## src/rtl/jtag_axi_txn_dispatch.sv

```systemverilog
// jtag_axi_txn_dispatch: runs one debug request as a single-beat AXI4 read
// or write, with a timeout guard and a small status FIFO for the JTAG side.
// Ports: clk_axi/ares_axi; req_* request handshake and fields; AXI master
// AW/W/B/AR/R channels; sts_* FIFO head, pop and occupancy.
module jtag_axi_txn_dispatch #(
  parameter int ADDR_W         = 32,
  parameter int DATA_W         = 32,
  parameter int TIMEOUT_CYCLES = 4096,
  parameter int STS_DEPTH      = 4
) (
  input  logic                         clk_axi,
  input  logic                         ares_axi,
  input  logic                         req_valid_i,
  output logic                         req_ready_o,
  input  logic                         req_write_i,
  input  logic [ADDR_W-1:0]            req_addr_i,
  input  logic [DATA_W-1:0]            req_data_i,
  input  logic [DATA_W/8-1:0]          req_wstrb_i,
  input  logic [2:0]                   req_size_i,
  output logic                         awvalid_o,
  input  logic                         awready_i,
  output logic [ADDR_W-1:0]            awaddr_o,
  output logic [2:0]                   awsize_o,
  output logic                         wvalid_o,
  input  logic                         wready_i,
  output logic [DATA_W-1:0]            wdata_o,
  output logic [DATA_W/8-1:0]          wstrb_o,
  output logic                         wlast_o,
  input  logic                         bvalid_i,
  output logic                         bready_o,
  input  logic [1:0]                   bresp_i,
  output logic                         arvalid_o,
  input  logic                         arready_i,
  output logic [ADDR_W-1:0]            araddr_o,
  output logic [2:0]                   arsize_o,
  input  logic                         rvalid_i,
  output logic                         rready_o,
  input  logic [DATA_W-1:0]            rdata_i,
  input  logic [1:0]                   rresp_i,
  input  logic                         rlast_i,
  output logic                         sts_valid_o,
  input  logic                         sts_pop_i,
  output logic [DATA_W-1:0]            sts_data_o,
  output logic [1:0]                   sts_resp_o,
  output logic                         sts_timeout_o,
  output logic                         sts_write_o,
  output logic [$clog2(STS_DEPTH+1)-1:0] sts_slots_o
);
  localparam int SW = DATA_W / 8;
  localparam int CW = $clog2(TIMEOUT_CYCLES);
  localparam int PW = $clog2(STS_DEPTH);
  localparam int OW = $clog2(STS_DEPTH + 1);
  localparam int EW = DATA_W + 4;

  typedef enum logic [2:0] {
    S_IDLE, S_WR, S_WR_RESP, S_RD_ADDR, S_RD_DATA, S_PUSH
  } state_t;

  state_t            state_q, state_d;
  logic              write_q, write_d;
  logic [ADDR_W-1:0] addr_q, addr_d;
  logic [DATA_W-1:0] wdat_q, wdat_d;
  logic [SW-1:0]     strb_q, strb_d;
  logic [2:0]        size_q, size_d;
  logic              aw_done_q, aw_done_d;
  logic              w_done_q, w_done_d;
  logic [CW-1:0]     cnt_q, cnt_d;
  logic              to_q, to_d;
  logic [1:0]        resp_q, resp_d;
  logic [DATA_W-1:0] rdat_q, rdat_d;
  logic [EW-1:0]     mem_q [STS_DEPTH];
  logic [EW-1:0]     mem_d [STS_DEPTH];
  logic [PW-1:0]     wr_q, wr_d, rd_q, rd_d;
  logic [OW-1:0]     occ_q, occ_d;
  logic              push, pop, tmo, accept;
  logic [EW-1:0]     head;
  logic              unused_ok;

  assign unused_ok = rlast_i;

  assign req_ready_o = (state_q == S_IDLE) &&
                       (occ_q < OW'(STS_DEPTH));
  assign accept = req_valid_i && req_ready_o;
  // Saturates at the last allowed cycle; tmo then holds until PUSH.
  assign tmo = (cnt_q == CW'(TIMEOUT_CYCLES - 1));

  assign awvalid_o = (state_q == S_WR) && !aw_done_q;
  assign wvalid_o  = (state_q == S_WR) && !w_done_q;
  assign bready_o  = (state_q == S_WR_RESP);
  assign arvalid_o = (state_q == S_RD_ADDR);
  assign rready_o  = (state_q == S_RD_DATA);
  assign awaddr_o  = addr_q;
  assign araddr_o  = addr_q;
  assign awsize_o  = size_q;
  assign arsize_o  = size_q;
  assign wdata_o   = wdat_q;
  assign wstrb_o   = strb_q;
  assign wlast_o   = 1'b1;

  always_comb begin
    state_d   = state_q;
    write_d   = write_q;
    addr_d    = addr_q;
    wdat_d    = wdat_q;
    strb_d    = strb_q;
    size_d    = size_q;
    aw_done_d = aw_done_q;
    w_done_d  = w_done_q;
    cnt_d     = cnt_q;
    to_d      = to_q;
    resp_d    = resp_q;
    rdat_d    = rdat_q;
    push      = 1'b0;
    if (state_q != S_IDLE && state_q != S_PUSH && !tmo)
      cnt_d = cnt_q + 1'b1;
    unique case (state_q)
      S_IDLE: begin
        if (accept) begin
          write_d   = req_write_i;
          addr_d    = req_addr_i;
          wdat_d    = req_data_i;
          strb_d    = req_wstrb_i;
          size_d    = req_size_i;
          aw_done_d = 1'b0;
          w_done_d  = 1'b0;
          cnt_d     = '0;
          to_d      = 1'b0;
          resp_d    = 2'b00;
          rdat_d    = '0;
          state_d   = req_write_i ? S_WR : S_RD_ADDR;
        end
      end
      S_WR: begin
        if (awvalid_o && awready_i) aw_done_d = 1'b1;
        if (wvalid_o && wready_i)   w_done_d  = 1'b1;
        if (aw_done_d && w_done_d) state_d = S_WR_RESP;
        else if (tmo)              state_d = S_PUSH;
      end
      S_WR_RESP: begin
        if (bvalid_i) begin
          resp_d  = bresp_i;
          rdat_d  = '0;
          state_d = S_PUSH;
        end else if (tmo) begin
          state_d = S_PUSH;
        end
      end
      S_RD_ADDR: begin
        if (arready_i) state_d = S_RD_DATA;
        else if (tmo)  state_d = S_PUSH;
      end
      S_RD_DATA: begin
        if (rvalid_i) begin
          resp_d  = rresp_i;
          rdat_d  = rdata_i;
          state_d = S_PUSH;
        end else if (tmo) begin
          state_d = S_PUSH;
        end
      end
      S_PUSH: begin
        push    = 1'b1;
        state_d = S_IDLE;
      end
      default: state_d = S_IDLE;
    endcase
    // Abort: any busy state leaving for PUSH without a response.
    if (state_q != S_IDLE && state_q != S_PUSH &&
        state_d == S_PUSH && tmo &&
        !(state_q == S_WR_RESP && bvalid_i) &&
        !(state_q == S_RD_DATA && rvalid_i)) begin
      to_d   = 1'b1;
      resp_d = 2'b10;
      rdat_d = '0;
    end
  end

  assign pop  = sts_pop_i && (occ_q != '0);
  assign head = mem_q[rd_q];

  always_comb begin
    mem_d = mem_q;
    wr_d  = wr_q;
    rd_d  = rd_q;
    occ_d = occ_q;
    if (push) begin
      mem_d[wr_q] = {write_q, to_q, resp_q, rdat_q};
      wr_d        = wr_q + 1'b1;
    end
    if (pop) rd_d = rd_q + 1'b1;
    if (push && !pop)      occ_d = occ_q + 1'b1;
    else if (pop && !push) occ_d = occ_q - 1'b1;
  end

  assign sts_valid_o   = (occ_q != '0);
  assign sts_slots_o   = occ_q;
  assign sts_write_o   = sts_valid_o & head[EW-1];
  assign sts_timeout_o = sts_valid_o & head[EW-2];
  assign sts_resp_o    = sts_valid_o ? head[EW-3:EW-4] : 2'b00;
  assign sts_data_o    = sts_valid_o ? head[DATA_W-1:0] : '0;

  always_ff @(posedge clk_axi) begin
    mem_q <= mem_d;
  end

  always_ff @(posedge clk_axi) begin
    if (ares_axi) begin
      state_q   <= S_IDLE;
      write_q   <= 1'b0;
      addr_q    <= '0;
      wdat_q    <= '0;
      strb_q    <= '0;
      size_q    <= '0;
      aw_done_q <= 1'b0;
      w_done_q  <= 1'b0;
      cnt_q     <= '0;
      to_q      <= 1'b0;
      resp_q    <= 2'b00;
      rdat_q    <= '0;
      wr_q      <= '0;
      rd_q      <= '0;
      occ_q     <= '0;
    end else begin
      state_q   <= state_d;
      write_q   <= write_d;
      addr_q    <= addr_d;
      wdat_q    <= wdat_d;
      strb_q    <= strb_d;
      size_q    <= size_d;
      aw_done_q <= aw_done_d;
      w_done_q  <= w_done_d;
      cnt_q     <= cnt_d;
      to_q      <= to_d;
      resp_q    <= resp_d;
      rdat_q    <= rdat_d;
      wr_q      <= wr_d;
      rd_q      <= rd_d;
      occ_q     <= occ_d;
    end
  end
endmodule

```

## config.mk

```make
export PLATFORM = sky130hd
export DESIGN_NAME = jtag_axi_txn_dispatch
export DESIGN_NICKNAME = d
export VERILOG_FILES = /design/src/rtl/jtag_axi_txn_dispatch.sv
export SDC_FILE = /design/constraint.sdc
export NUM_CORES = 1
export LEC_CHECK = 0
export BUFFER_PORTS_ARGS = -buffer_cell sky130_fd_sc_hd__buf_4
export CAP_MARGIN = 0
export CORE_ASPECT_RATIO = 0.6
export CORE_MARGIN = 3
export CORE_UTILIZATION = 50
export CTS_CLUSTER_SIZE = 16
export DETAILED_ROUTE_END_ITERATION = 6
export GPL_TIMING_DRIVEN = 0
export HOLD_SLACK_MARGIN = 0.02
export PLACE_DENSITY = 0.83
export SYNTH_ARGS = -nofsm -noshare
export SYNTH_HDL_FRONTEND = slang
export SYNTH_SLANG_ARGS = --single-unit
```

## constraint.sdc

```tcl
create_clock -name clk_axi -period 4.5 [get_ports clk_axi]
set_input_delay 1.125 -clock clk_axi [delete_from_list [all_inputs] [get_ports clk_axi]]
set_output_delay 1.125 -clock clk_axi [all_outputs]
set_load 0.02 [all_outputs]
```

Word level (Yosys, flattened, before mapping)
Index checks and enable logic that the tools add are counted.
{"block": "op_classes", "addsub": 5, "eq_ne": 14, "magnitude_cmp": 4, "n_reduce_logical": 41, "bitwise": 4, "muxes": 40}
{"operator": "bitwise mux 144 bit", "count": 1}
{"operator": "2-to-1 mux 32 bit", "count": 4}
{"operator": "2-to-1 mux 36 bit", "count": 3}
{"operator": "case mux 32 bit (3 select lines)", "count": 1}
{"operator": "binary-select mux 36 bit (select 2 bit)", "count": 1}
{"operator": "demux 36 bit (select 2 bit)", "count": 1}
{"operator": "2-to-1 mux 12 bit", "count": 3}
{"operator": "2-to-1 mux 3 bit", "count": 8}
{"operator": "logical AND 1 bit", "count": 19}
{"operator": "case mux 3 bit (5 select lines)", "count": 1}
{"operator": "adder 12 x 1 -> 12 bit (second input constant)", "count": 1}
{"operator": "== test 12 bit (second input constant)", "count": 1}
{"operator": "2-to-1 mux 2 bit", "count": 6}
{"operator": "== test 3 bit (second input constant)", "count": 3}
{"operator": "!= test 3 x 2 -> 1 bit (second input constant)", "count": 3}
{"operator": "nonzero test 3 bit", "count": 3}
{"operator": "2-to-1 mux 1 bit", "count": 8}
{"operator": "AND reduction 4 bit", "count": 2}
{"operator": "nonzero test 2 bit", "count": 4}
{"operator": "zero test 1 bit", "count": 7}
{"operator": "== test 3 x 2 -> 1 bit (second input constant)", "count": 2}
{"operator": "greater-or-equal comparator 3 bit (second input constant)", "count": 2}
{"operator": "!= test 2 bit (second input constant)", "count": 3}
{"operator": "NOT 2 -> 3 bit", "count": 2}
{"operator": "other kinds (14)", "count": 19}
{"block": "totals", "output_inout_bits": 153, "ff_bits": 275, "elab_cells": 128, "inputBits": 118}

Logic depth before layout (Yosys ltp)
{"block": "logic_depth", "ltp_word": 15, "mapped_depth": 10, "ltp_nobuf": 8}

Worst setup path before layout
Ideal clock, no wire load.
{"block": "synth_timing", "path_kind": "flip-flop to output port", "from": "reg rd_q[0]", "to": "out sts_data_o[13]", "arrival_ns": 1.638, "slack_ns": 1.737, "stages_incl_launch_ff": 5, "path_buffers": 2, "path_cell_list": "dfxtp_1 > buf_2 > buf_2 > mux4_2 > and2_1"}
{"block": "synth_via", "elab_chain_cells": 5}
{"element": "from (decl)", "line": "73", "rtl": "logic [PW-1:0] wr_q, wr_d, rd_q, rd_d;"}
{"element": "from (signal assigned)", "line": "237", "rtl": "rd_q <= rd_d;"}
{"element": "NOT 2 -> 3 bit (not written as such)", "line": "179", "rtl": "assign head = mem_q[rd_q];"}
{"element": "binary-select mux 36 bit (select 2 bit)", "line": "179"}
{"element": "2-to-1 mux 36 bit (not written as such) (2 in series)", "line": "179"}
{"element": "2-to-1 mux 32 bit", "line": "200", "rtl": "assign sts_data_o = sts_valid_o ? head[DATA_W-1:0] : '0;"}
{"element": "to (decl)", "line": "43", "rtl": "output logic [DATA_W-1:0] sts_data_o,"}
No other way between the ends. The select of a mux whose other input is x is not followed.

Worst setup path after layout
{"block": "layout_timing", "from": "reg rd_q[1]", "to": "out sts_data_o[2]"}
Same word-level chain as after synthesis.

==> results.yml <==
run_status:
  outcome: "finished, final reports clean"
sta:
  rsz0062_at_grt: "false"
  fmax_mhz: 267
  tightestPinTransition_ns: 0.976
  setup_violations: 0
  period_minus_slack_ns: 3.75
  holdWs_ns: 0.459
  slew_violations: 0
  relSlewSlack_pct: 34.9
  final_hold_viol_count: 0
  skew_ns: 0.00983
  min_period_over_period_pct: 83.2
  timing.setup.tns_ns: 0
critical_path:
  worstPathCellList: "clkbuf_1 > buf_1 > mux4_2 > and2_1 > buf_4"
  crit_type: "flip-flop to output pin"
  crit_slowest_cell: "buf_1"
  start_kind: "flip-flop"
  r2r_cells: 9
  critPathMaxStageDelay_ns: 0.55
  worstPathMaxFanout: 10
  required_ns: 3.38
  endpoint_kind: "output pin"
  critPathArrivalTime_ns: 2.62
place:
  io_buffer_count: 267
  place_congestion: 0.883
  placed_area_um2: 13300
  dp_hpwl_um: 20200
logic_synthesis:
  synth_top_area_share_pct: 39.8
  synth_cells: 880
  async_reset_ff_share_pct: 0
  synth_nets: 1005
  syn_avg_cell_area_um2: 12.3
  syn-cell-area_um2: 10900
  synth_warnings: 0
  synth_edf_count: 144
  synth-seq-cells: 275
  synth-seq-area-share_pct: 64.0
  synth_common_cells: "154 x nand2_1, 144 x edfxtp_1, 131 x dfxtp_1"
  yosysUniqueCellTypes: 51
  synthMostInstantiatedCell: "nand2_1"
  synth_top_cell_by_area: "edfxtp_1"
  yosys-top-cells-area: "edfxtp_1 40%, dfxtp_1 24%, mux4_2 7.5%"
  synth-main-ff-cell: "edfxtp_1"
layout:
  fin_nets: 1302
  finalInstanceArea_um2: 14100
  area_growth_pct: 30.1
  diodes: 0
  final_layout_size_suffix_gt1_share_pct: 34.9
  post-route-util_pct: 66.7
pwr:
  switching_power_w: 0.00254
  clockPowerShare_pct: 28.2
  ir_drop_mv: 0.389
  swShare_pct: 32.9
  intPower_w: 0.00517
  p_leak_nw: 5.54
  total_power_w: 0.00771
  power.density_nw_per_um2: 546
  p_comb_share_pct: 33.3
  seq_power_share_pct: 38.4
floorplanning:
  initial_utilization_pct: 51.3
  core_area_um2: 21200
  pin_count: 271
  die_x_um: 196
  fp.dieArea_um2: 23600
  rows: 41
  dieHeight_um: 120
clock_tree:
  cts.sinks: 275
  cts_htree_levels: 1
  clockRootBuffer: "clkbuf_16"
  cts_setup_buffers: 0
  worstSkewPairLatency_ns: 0.51
  clk_pin_slew_worst_paths_ns: 0.07
  cts-hold-fix-buffers: 0
  cts-resized-gates: 0
  numCtsBuffers: 25
  cts_buffer_depth: 3
  cts_tree: "yes"
grt:
  grt_usage_pct: 23.1
  grt_pass1_wl_um: 42500
  grt_max_degree: 37
  grt_pass1_vias: 7682
  grt_antenna_before_repair: 0
  overflow: 0
routing:
  vias: 7931
  dr.first_iter.drc_count: 611
  first_pass_iters: 5
  antenna_left: 0
  drc_errors: 0
  avgRoutedWirePerCell_um: 18.8
  vias_per_cell: 5.38
  routed_wl_um: 27800
flow_run:
  maxCapViolCount: 0
min_path:
  hold_class: "flip-flop to flip-flop"
  whs_path_depth: 2
## state kept, by name, summed over array words and instances (netlist names), 3 cells and up
name and cells:
araddr_o 32, mem_q 144, wstrb_o 4, cnt_q 12
rdat_q 32, wdata_o 32, state_q 3, sts_slots_o 3
arsize_o 3
## layer usage
metal  track usage, %  vias to the layer above  wire (um)  share of wire [%]
met4             5.70                        0        645                2.3
met2             36.2                      329      13100                 47
li1                 -                     3732          -                  -
met1             32.5                     3826      11500                 41
met3             5.89                       44       2550                9.2
met5                0                        -          0                  0
## stage by stage
stage / setup slack, ns / std cells
after global routing: 0.654 / 1475
final: 0.754 / 1475
after detailed placement: 1.30 / 1429
after CTS: 0.742 / 1475
after global placement: 1.34 / 1426
after floorplan: 1.74 / 880
## layout by cell type (no fill, tap or decap), types with 2 or more instances in the layout
master and n:
a21oi_1 90, a22oi_1 34, a31oi_1 3, and2_0 2, and2_1 38, and2_2 4, and3_1 2, buf_12 3
buf_2 16, buf_4 312, buf_6 5, bufinv_16 3, clkbuf_1 37, clkbuf_16 26, clkbuf_8 3, clkinv_2 5
dfxtp_1 131, edfxtp_1 144, ha_1 6, inv_1 8, mux2i_1 2, mux4_2 36, nand2_1 154, nand2b_1 5
nand3_1 5, nand4_1 3, nor2_1 20, nor2b_1 3, nor3_1 34, o211ai_1 2, o21a_1 2, o21ai_0 12
o31ai_1 3, or3_1 10, or4_1 3, xor2_1 6
## power by group through the flow
stage	clock network, W	registers (W)	logic [W]
2_1_floorplan	0	0.00315	0.00138
3_3_place_gp	0	0.00301	0.00253
3_5_place_dp	0	0.00301	0.00257
4_1_cts	0.00221	0.00296	0.00258
5_1_grt	0.00233	0.00298	0.00277
6_report	0.00218	0.00296	0.00257
## cell families after synthesis
group / Yosys count / share of synthesized area [%]
simple gates: 290 / 12.5
flops: 275 / 64.0
compound gates: 156 / 8.68
buf+inv: 106 / 5.75
mux: 38 / 7.65
fa+ha+maj: 7 / 0.876
xor+xnor: 7 / 0.565
other cells: 1 / 0.0345
## layout make-up
cell class / count / area, um^2
buffer: 98 / 594
clock buffer: 35 / 714
clock inverter: 11 / 135
fill: 1561 / 7060
inverter: 8 / 30.0
multi-input combinational: 499 / 3290
sequential: 275 / 6950
tap: 279 / 349
timing repair buffer: 270 / 2060
## path summary, 6_finish.rpt
path	start	to	slack, ns
worst min-delay path	wdata_o[14]$_SDFFE_PP0P_	wdata_o[14]$_SDFFE_PP0P_	0.46
worst max-delay path	rd_q[1]$_SDFFE_PP0P_	sts_data_o[2]	0.75
worst max register to register	sts_slots_o[2]$_SDFFE_PP0P_	sts_slots_o[2]$_SDFFE_PP0P_	1.76
worst min register to register	wdata_o[14]$_SDFFE_PP0P_	wdata_o[14]$_SDFFE_PP0P_	0.46
## worst max-delay path: cells and delay by family, from the launching register on
| family | cells | cell delay [ns] |
|---|---|---|
| and+or+nand+nor | 1 | 0.19 |
| muxes | 1 | 0.41 |
| buffers and inverters | 3 | 1.19 |
| DFF | 1 | 0.31 |
(Power assumes the default switching activity.)
